`src/rtl/rtype_encoder.sv`:
```
// Builds MIPS R-type instruction words from an ALU control code plus register fields.
// A small FIFO sits between the request side and the consumer.
module rtype_encoder #(
  parameter int DEPTH = 2,
  parameter int CNT_W = 16
) (
  input  logic             clk,
  input  logic             rst_n,
  input  logic             in_valid,
  output logic             in_ready,
  input  logic [3:0]       in_alucontrol,
  input  logic [4:0]       in_rs,
  input  logic [4:0]       in_rt,
  input  logic [4:0]       in_rd,
  input  logic [4:0]       in_shamt,
  output logic             out_valid,
  input  logic             out_ready,
  output logic [31:0]      out_instr,
  output logic             out_err,
  output logic [CNT_W-1:0] enc_count,
  output logic [7:0]       err_count
);

  localparam int PTR_W = $clog2(DEPTH);
  localparam int OCC_W = PTR_W + 1;

  logic [32:0]      mem_q [DEPTH];
  logic [PTR_W-1:0] wr_ptr_q, wr_ptr_d;
  logic [PTR_W-1:0] rd_ptr_q, rd_ptr_d;
  logic [OCC_W-1:0] occ_q, occ_d;
  logic [CNT_W-1:0] enc_count_q, enc_count_d;
  logic [7:0]       err_count_q, err_count_d;

  logic [5:0]  funct;
  logic        enc_err;
  logic [4:0]  rs_fld;
  logic [4:0]  shamt_fld;
  logic [32:0] entry_d;
  logic        push;
  logic        pop;
  logic        full;

  always_comb begin
    funct     = 6'b000000;
    enc_err   = 1'b0;
    rs_fld    = in_rs;
    shamt_fld = 5'd0;
    case (in_alucontrol)
      4'b0010: funct = 6'b100000;
      4'b1010: funct = 6'b100010;
      4'b0000: funct = 6'b100100;
      4'b0001: funct = 6'b100101;
      4'b1011: funct = 6'b101010;
      4'b0100: begin
        funct     = 6'b000000;
        rs_fld    = 5'd0;
        shamt_fld = in_shamt;
      end
      default: enc_err = 1'b1;
    endcase
    // Unsupported codes still occupy a slot, carrying a nop and the error flag.
    if (enc_err) entry_d = {1'b1, 32'h0};
    else         entry_d = {1'b0, 6'b000000, rs_fld, in_rt, in_rd, shamt_fld, funct};
  end

  assign full      = (occ_q == OCC_W'(DEPTH));
  assign in_ready  = !full;
  assign out_valid = (occ_q != '0);
  assign push      = in_valid && in_ready;
  assign pop       = out_valid && out_ready;
  assign out_instr = out_valid ? mem_q[rd_ptr_q][31:0] : 32'h0;
  assign out_err   = out_valid ? mem_q[rd_ptr_q][32]   : 1'b0;
  assign enc_count = enc_count_q;
  assign err_count = err_count_q;

  always_comb begin
    wr_ptr_d    = wr_ptr_q;
    rd_ptr_d    = rd_ptr_q;
    occ_d       = occ_q;
    enc_count_d = enc_count_q;
    err_count_d = err_count_q;
    if (push) wr_ptr_d = wr_ptr_q + PTR_W'(1);
    if (pop) begin
      rd_ptr_d    = rd_ptr_q + PTR_W'(1);
      enc_count_d = enc_count_q + CNT_W'(1);
    end
    case ({push, pop})
      2'b10:   occ_d = occ_q + OCC_W'(1);
      2'b01:   occ_d = occ_q - OCC_W'(1);
      default: occ_d = occ_q;
    endcase
    if (push && enc_err && err_count_q != 8'hFF) err_count_d = err_count_q + 8'd1;
  end

  always_ff @(posedge clk or negedge rst_n) begin
    if (!rst_n) begin
      wr_ptr_q    <= '0;
      rd_ptr_q    <= '0;
      occ_q       <= '0;
      enc_count_q <= '0;
      err_count_q <= '0;
      for (int i = 0; i < DEPTH; i++) mem_q[i] <= '0;
    end else begin
      wr_ptr_q    <= wr_ptr_d;
      rd_ptr_q    <= rd_ptr_d;
      occ_q       <= occ_d;
      enc_count_q <= enc_count_d;
      err_count_q <= err_count_d;
      if (push) mem_q[wr_ptr_q] <= entry_d;
    end
  end

endmodule

```
`config.mk`:
```
export PLATFORM = sky130hd
export DESIGN_NAME = rtype_encoder
export DESIGN_NICKNAME = d
export VERILOG_FILES = /design/src/rtl/rtype_encoder.sv
export SDC_FILE = /design/constraint.sdc
export NUM_CORES = 1
export LEC_CHECK = 0
export ABC_CLOCK_PERIOD_IN_PS = 2300
export BUFFER_PORTS_ARGS = -buffer_cell sky130_fd_sc_hd__buf_4
export CAP_MARGIN = 20
export CORE_MARGIN = 5
export CORE_UTILIZATION = 25
export DETAILED_ROUTE_END_ITERATION = 12
export HOLD_SLACK_MARGIN = 0.12
export PLACE_DENSITY = 0.4
export SLEW_MARGIN = 20
export SYNTH_ARGS = -nofsm -noshare
export SYNTH_HDL_FRONTEND = slang
export SYNTH_SLANG_ARGS = --single-unit
```
`constraint.sdc`:
```
create_clock -name clk -period 2.3 [get_ports clk]
set_input_delay 0.46 -clock clk [delete_from_list [all_inputs] [get_ports clk]]
set_output_delay 0.46 -clock clk [all_outputs]
set_load 0.1 [all_outputs]
```
==> results of run 1 <==
-- registers in the layout, indices dropped and copies added, names as in the netlist --
| signal | flops |
|---|---|
| mem_q | 52 |
| enc_count | 16 |
| err_count | 8 |
| occ_q | 2 |
| rd_ptr_q | 1 |
| wr_ptr_q | 1 |
-- timing repair --
item                                    4_1_cts  5_1_grt
endpoints found under the setup margin        0        0
endpoints found under the hold margin        31        0
resized for setup                             0        0
hold buffers                                  1        0
-- cells in the mapped netlist (2+ instances only) --
| master | number |
|---|---|
| and3_1 | 6 |
| buf_2 | 7 |
| buf_4 | 11 |
| buf_6 | 2 |
| clkbuf_1 | 8 |
| dfrtp_1 | 80 |
| ha_1 | 3 |
| inv_1 | 2 |
| mux2_2 | 5 |
| mux2i_1 | 26 |
| nand2_1 | 83 |
| nand2b_1 | 3 |
| nand3_1 | 9 |
| nand4_1 | 7 |
| nor2_1 | 32 |
| nor3_1 | 2 |
| o21ai_0 | 41 |
| o21ai_1 | 4 |
| o31ai_1 | 2 |
| o41ai_1 | 3 |
| or2_2 | 2 |
| xnor2_1 | 21 |
| xor2_1 | 3 |
-- worst max-delay path: cells and delay by family (launching register included) --
kind                   cells  cell delay, ns
DFF                        1            0.46
buffers and inverters      2            0.50
and+or+nand+nor            2            0.41
-- cells by family (layout without fill, tap and decap cells) --
family / after synthesis / after routing / share of synthesized area
buffers and inverters: 30 / 109 / 0.04735
AND/OR/NAND/NOR: 152 / 152 / 0.1791
other: 1 / 7 / 0.0009994
AO/OA/AOI/OAI: 55 / 55 / 0.08870
XOR/XNOR: 24 / 24 / 0.05602
adder cells (fa/ha/maj): 3 / 3 / 0.01000
flip-flops: 80 / 80 / 0.5335
multiplexers: 31 / 31 / 0.08436
-- through the flow --
step	setup WS [ns]	cell area [um2]	hold slack (ns)
finish	0.1237	4918	0.3862
floorplan	-0.3194	3817	0.1644
detailed placement	0.3805	4587	0.4470
global route	0.01238	4918	0.3857
global placement	0.3899	4587	0.4393
CTS	0.07607	4918	0.3732
-- metal layers --
metal / share of wire / GRT usage / vias to the layer above
li1: - / - / 1408
met1: 0.48 / 0.1489 / 1344
met2: 0.46 / 0.1764 / 63
met3: 0.038 / 0.02468 / 12
met4: 0.020 / 0.05023 / 0
met5: 0 / 0 / -
-- cell type report --
cell class,instances,share of cell area
sequential,80,0.4073
inverter,2,0.001526
timing repair buffer,92,0.1435
clock inverter,3,0.01323
clock buffer,12,0.05215
multi-input combinational,272,0.3355
tap,184,0.04681
-- how the worst max path moves through the flow --
stage	end	depth (start not counted)
4_1_cts	out_instr[6]	4
3_5_place_dp	mem_q[56]$_DFFE_PN0P_	5
2_1_floorplan	out_instr[8]	4
3_3_place_gp	err_count[6]$_DFFE_PN0P_	6
6_report	out_instr[6]	4
5_1_grt	out_instr[6]	4
==> impl_metrics.ini, run 1 <==
[setup_path]
worst_path_max_delay_cell = dfrtp_1
crit_path_start = occ_q[1]$_DFFE_PN0P_
required_ns = 1.84
rr_startpoint = occ_q[0]$_DFFE_PN0P_
r2r_cells = 5
reg2reg_to = mem_q[56]$_DFFE_PN0P_
cpPeakStageDelay_ns = 0.46
critPathLaunchType = flip-flop
cp_cell_sequence = nor2_4, buf_4, nor2_1, buf_4
crit_path_end_kind = output pin
crit_type = reg -> out
r2r_slack_ns = 0.41
crit_fanout = 10
arrival_ns = 1.72
cpMostUsedCell = buf_4

[timing]
period_minus_slack_ns = 2.176
rsz0062_at_grt = false
slew_headroom = 0.5762
finalHoldViolCount = 0
skew_ns = 0.002808
setup_viol = 0
slew_violations = 0
finalCritPeriodShare = 0.9462
fin_setup_tns_ns = 0
worst_slew_pin_slew_ns = 0.6357
max_freq_ghz = 0.4595

[floorplanning]
core_um2 = 14640
rows = 44
ios = 87
dieArea_um2 = 17560
die_x_um = 132.5
die_height_um = 132.5
initial_core_util = 0.2562

[grt]
grt_max_degree = 35
grt_pass1_wl_um = 15820
track_usage = 0.1124
overflow = 0
grt_pass1_vias = 2934
grt_antenna_before_repair = 0

[finish]
multi_input_area_um2 = 1650
mostFrequentLayoutCell = buf_4
mostFrequentLayoutCells = buf_4 (90), nand2_1 (83), dfrtp_1 (79)
instances_no_fill = 645
n_fill_cell = 1539
syn_to_final_growth_pct = 31.08
diodes = 0
register_area_um2 = 2003
post-route-util = 0.3359
drive_above_1_share = 0.3080
final_nets = 488

[placement]
dpl.cell_count = 629
gp_congestion = 0.7073
hpwl_um = 6845
portBuffers = 79

[logic_synthesis]
seq_area_frac_synth = 0.5335
yosysUniqueCellTypes = 37
synth_top_area_cell = dfrtp_1
syn_area_per_cell_um2 = 9.980
synthCells = 376
synth_edf_count = 0
synth_area_um2 = 3752
ys_warn_count = 0
ys_ff_latch = 80
async_flop_share = 1.000
synth_area_leaders = dfrtp_1 (53%), nand2_1 (8.3%), mux2i_1 (6.9%), o21ai_0 (5.5%), xnor2_1 (4.9%)
synthFlopType = dfrtp_1
yosys.area.top_type_share = 0.5335

[clock_tree]
clk_path_buf_depth = 2
cts_max_level = 3
post-cts-setup-buffers = 0
clk_latency_ns = 0.33
cts_buffers = 9
cts.sinks = 80
cts_root_buf = clkbuf_16
clk_pin_slew_ns = 0.06
cts_tree = yes

[routing]
dr.first_iter.drc_count = 215
ant_nets = 0
route.detailed.drc = 0
via_count = 2827
firstDrtPassIters = 5
avgViaCountPerCell = 4.383
avgRoutedWirePerCell_um = 14.64
routed_wl_um = 9443

[job]
drv_cap = 0

[min_path]
hold_path_end = mem_q[35]$_DFFE_PN0P_
whs_path_depth = 2
hp-class = in -> reg
hold_path.startpoint = in_alucontrol[3]

[run_status]
status = completed
Power of run 1 is not shown: default switching activity piles up to over one toggle a cycle in this logic, so the estimate is an artifact.
==> inputs of run 2 (changes only) <==
--- a/config.mk
+++ b/config.mk
@@ -13,6 +13,7 @@
 export DETAILED_ROUTE_END_ITERATION = 12
 export HOLD_SLACK_MARGIN = 0.12
 export PLACE_DENSITY = 0.4
+export RECOVER_POWER = 100
 export SLEW_MARGIN = 20
 export SYNTH_ARGS = -nofsm -noshare
 export SYNTH_HDL_FRONTEND = slang
==> run 2 against run 1 <==
Sequential share of layout area increased by 1.2 points; highest routed layer unchanged; final cell count stayed put; hold slack worse by 0.0058 ns; count of clock-buffer cells in the layout stayed put; global-route usage is the same; setup slack got worse by 0.017 ns; critical path type unchanged; core utilization down 1.0 points; die area is the same; sequential cell count did not move; non-clock buffer count unchanged.
==> impl_metrics.ini, run 2 (synthesis gave the netlist of run 1 again) <==
[finish]
n_fill_cell = 1563
diodes = 0
mostFrequentLayoutCell = nand2_1
largest-register = mem_q
syn_to_final_growth_pct = 27.18
mostFrequentLayoutCells = nand2_1 (84), dfrtp_1 (79), o21ai_0 (42)
final_cell_area_um2 = 4772
drive_above_1_share = 0.2842
post-route-util = 0.3259
largest_reg_flops = 52
final_nets = 488

[timing]
fin_ws_ns = 0.1070
slew_headroom = 0.3480
finalCritPeriodShare = 0.9535
max_freq_ghz = 0.4560
period_minus_slack_ns = 2.193
skew_ns = 0.002716
setup_viol = 0
slew_violations = 0
fin_setup_tns_ns = 0
finalHoldViolCount = 0
worst_slew_pin_slew_ns = 0.9722
rsz0062_at_grt = false

[clock_tree]
cts.sinks = 80
cts_root_buf = clkbuf_16
ctsResizeCount = 0
cts_buffers = 9
cts_tree = yes
clk_latency_ns = 0.33
clk_path_buf_depth = 2
clk_pin_slew_ns = 0.06
cts_max_level = 3

[routing]
wl_met3_um = 404
routed_wl_um = 9400
met1_length_um = 4474
dr_wl_met2_um = 4328
via_count = 2829
route.detailed.drc = 0
dr.first_iter.drc_count = 208
avgRoutedWirePerCell_um = 14.57
ant_nets = 0
avgViaCountPerCell = 4.386
highest_layer = met4
firstDrtPassIters = 4

[floorplanning]
rows = 44
core_um2 = 14640
initial_core_util = 0.2562
dieArea_um2 = 17560
die_x_um = 132.5
die_height_um = 132.5
ios = 87

[setup_path]
r2r_cells = 4
required_ns = 1.84
crit_path_end_kind = output pin
critPathLaunchType = flip-flop
crit_fanout = 13
crit_type = reg -> out
arrival_ns = 1.73

[run_status]
status = completed

[grt]
grt_pass1_vias = 2934
overflow = 0
grt_max_degree = 35
grt_antenna_before_repair = 0
grt_pass1_wl_um = 15820
track_usage = 0.1124

[placement]
portBuffers = 79
place_ws_ns = 0.3805
hpwl_um = 6845
dpl-instance-area_um2 = 4587
gp_congestion = 0.7073

[min_path]
hp-class = in -> reg
whs_path_depth = 2

[job]
drv_cap = 0
run 2: changes by cell type in the layout (fill, tap and decap cells not counted), sizes merged:
cell    before  now
clkbuf      12   58
buf         91   45
run 2: critical path: stages, from the launching register on:
cell	delay [ns]
dfrtp_2	0.41
clkbuf_4	0.27
mux2i_1	0.16
nor2_1	0.11
buf_2	0.44
run 2: metrics by stage:
step,hold slack [ns],instances
floorplan,0.1644,382
global placement,0.4393,629
detailed placement,0.4470,629
CTS,0.3732,645
global route,0.3832,645
finish,0.3804,645
run 2: worst paths after layout:
path | endpoint | slack (ns) | start
max in group asynchronous | err_count[5]$_DFFE_PN0P_ | 0.46 | rst_n
max | out_instr[0] | 0.11 | rd_ptr_q$_DFFE_PN0P_
max reg2reg | err_count[1]$_DFFE_PN0P_ | 0.19 | err_count[0]$_DFFE_PN0P_
min | mem_q[33]$_DFFE_PN0P_ | 0.38 | in_alucontrol[3]
min reg2reg | enc_count[15]$_DFFE_PN0P_ | 0.47 | enc_count[15]$_DFFE_PN0P_
min in group asynchronous | enc_count[11]$_DFFE_PN0P_ | 0.76 | rst_n
run 2: layout make-up:
type,count,area (um2),share of cell area
clock buffers,12,256.5,0.05375
clock inverters,3,65.06,0.01363
inverters,2,7.507,0.001573
multi-input cells,272,1600,0.3353
flip-flops and latches,80,2003,0.4198
well taps,184,230.2,0.04824
repair buffers,92,609.3,0.1277
run 2: per-layer routing:
| metal | global-route usage | up-vias |
|---|---|---|
| li1 | - | 1407 |
| met1 | 0.1489 | 1347 |
| met2 | 0.1764 | 63 |
| met3 | 0.02468 | 12 |
| met4 | 0.05023 | 0 |
| met5 | 0 | - |
run 2: repair_timing:
| item | CTS | global route |
|---|---|---|
| hold buffers | 1 | 0 |
| buffers inserted | 0 | 0 |
| endpoints found under the hold margin | 31 | 0 |
Power of run 2 is left out for the same reason.
==> inputs of run 3 (changes only) <==
--- a/config.mk
+++ b/config.mk
@@ -8,7 +8,6 @@
 export ABC_CLOCK_PERIOD_IN_PS = 2300
 export BUFFER_PORTS_ARGS = -buffer_cell sky130_fd_sc_hd__buf_4
 export CAP_MARGIN = 20
-export CORE_MARGIN = 5
 export CORE_UTILIZATION = 25
 export DETAILED_ROUTE_END_ITERATION = 12
 export HOLD_SLACK_MARGIN = 0.12
==> run 3 against run 2 <==
Clock skew rose by 0.0049 ns; die area fell by 12%; register-to-register slack improved by 0.05 ns; non-clock buffer count rose by 1; sequential share of layout area rose by 0.19 points; sequential cell count did not move; design area fell by 0.45%; global-route usage rose by 1.2 points; critical path depth did not move; via count fell by 0.42%; final cell count rose by 0.16%.
==> impl_metrics.ini, run 3 (synthesis gave the netlist of run 1 again) <==
[run_status]
status = completed

[placement]
dpl-instance-area_um2 = 4586
hpwl_um = 6334
portBuffers = 79
gp_congestion = 0.6969

[finish]
syn_to_final_growth_pct = 26.61
largest_reg_flops = 52
mostFrequentLayoutCells = nand2_1 (84), dfrtp_1 (79), o21ai_0 (42)
drive_above_1_share = 0.2944
largest-register = mem_q
diodes = 0
mostFrequentLayoutCell = nand2_1
final_nets = 489
n_fill_cell = 1521
final_cell_area_um2 = 4751

[setup_path]
crit_type = reg -> out
required_ns = 1.84
worst_path_max_delay_cell = mux2i_1
critPathLaunchType = flip-flop
arrival_ns = 1.68
crit_path_end_kind = output pin
cp_cell_sequence = clkbuf_4, mux2i_1, nor2_2, buf_4
cpPeakStageDelay_ns = 0.36
crit_fanout = 15

[timing]
max_freq_ghz = 0.4667
finalHoldViolCount = 0
slew_violations = 0
worst_slew_pin_slew_ns = 0.9172
finalCritPeriodShare = 0.9317
rsz0062_at_grt = false
skew_ns = 0.007613
setup_viol = 0
slew_headroom = 0.3885
period_minus_slack_ns = 2.143

[clock_tree]
cts_buffers = 9
cts_max_level = 3
ctsResizeCount = 0
clk_pin_slew_ns = 0.06
clk_latency_ns = 0.34
clk_path_buf_depth = 2
cts_root_buf = clkbuf_16
cts.sinks = 80
cts_tree = yes

[routing]
avgViaCountPerCell = 4.361
ant_nets = 0
routed_wl_um = 9092
dr.first_iter.drc_count = 127
avgRoutedWirePerCell_um = 14.07
via_count = 2817
route.detailed.drc = 0
firstDrtPassIters = 4

[grt]
grt_antenna_before_repair = 0
overflow = 0
track_usage = 0.1247
grt_pass1_wl_um = 15020
grt_pass1_vias = 2856
grt_max_degree = 37

[floorplanning]
initial_core_util = 0.2572
ios = 87
die_x_um = 124.5
dieArea_um2 = 15500
die_height_um = 124.5
core_um2 = 14590
rows = 44

[min_path]
hp-class = in -> reg

[job]
drv_cap = 0
[run 3: final timing paths]
check,startpoint,endpoint,slack (ns),depth (start not counted)
max,rd_ptr_q$_DFFE_PN0P_,out_instr[19],0.16,4
min,in_alucontrol[3],mem_q[35]$_DFFE_PN0P_,0.39,2
max reg2reg,err_count[0]$_DFFE_PN0P_,err_count[1]$_DFFE_PN0P_,0.24,4
min reg2reg,enc_count[15]$_DFFE_PN0P_,enc_count[15]$_DFFE_PN0P_,0.47,1
max in group asynchronous,rst_n,mem_q[57]$_DFFE_PN0P_,0.55,3
min in group asynchronous,rst_n,enc_count[9]$_DFFE_PN0P_,0.57,2
[run 3: area by class of cell]
| type | instances | area, um2 | area share |
|---|---|---|---|
| flip-flops and latches | 80 | 2003 | 0.4216 |
| inverters | 2 | 7.507 | 0.001580 |
| clock buffers | 15 | 267.8 | 0.05636 |
| multi-input cells | 272 | 1617 | 0.3403 |
| repair buffers | 93 | 625.6 | 0.1317 |
| well taps | 184 | 230.2 | 0.04846 |
[run 3: worst max-delay path, delay by kind of cell, from the launching register on]
family                 cells  cell delay [ns]
buffers and inverters      2             0.57
DFF                        1             0.35
muxes                      1             0.36
and+or+nand+nor            1             0.06
[run 3: repair_timing]
item | in CTS | in global routing
hold endpoints to repair | 22 | 0
hold buffers | 1 | 0
setup buffers | 2 | 0
endpoints found under the setup margin | 14 | 0
[run 3: metrics by stage]
step / utilization / worst slack, ns / std cells / setup TNS, ns / hold slack, ns
after CTS: 0.3344 / 0.1758 / 646 / 0 / 0.3810
final: 0.3256 / 0.1572 / 646 / 0 / 0.3940
after floorplan: - / -0.3194 / 382 / -1.042 / 0.1644
after detailed placement: 0.3143 / 0.3569 / 628 / 0 / 0.3904
after global routing: 0.3256 / 0.07738 / 646 / 0 / 0.4027
after global placement: 0.3143 / 0.3863 / 628 / 0 / 0.3893
[run 3: routing by layer]
layer	up-vias	part of all wire	track usage
met5	-	0	0
met4	0	0.013	0.06166
met1	1331	0.49	0.1681
met2	66	0.46	0.1917
li1	1411	-	-
met3	9	0.031	0.02234
Power of run 3 is left out for the same reason.
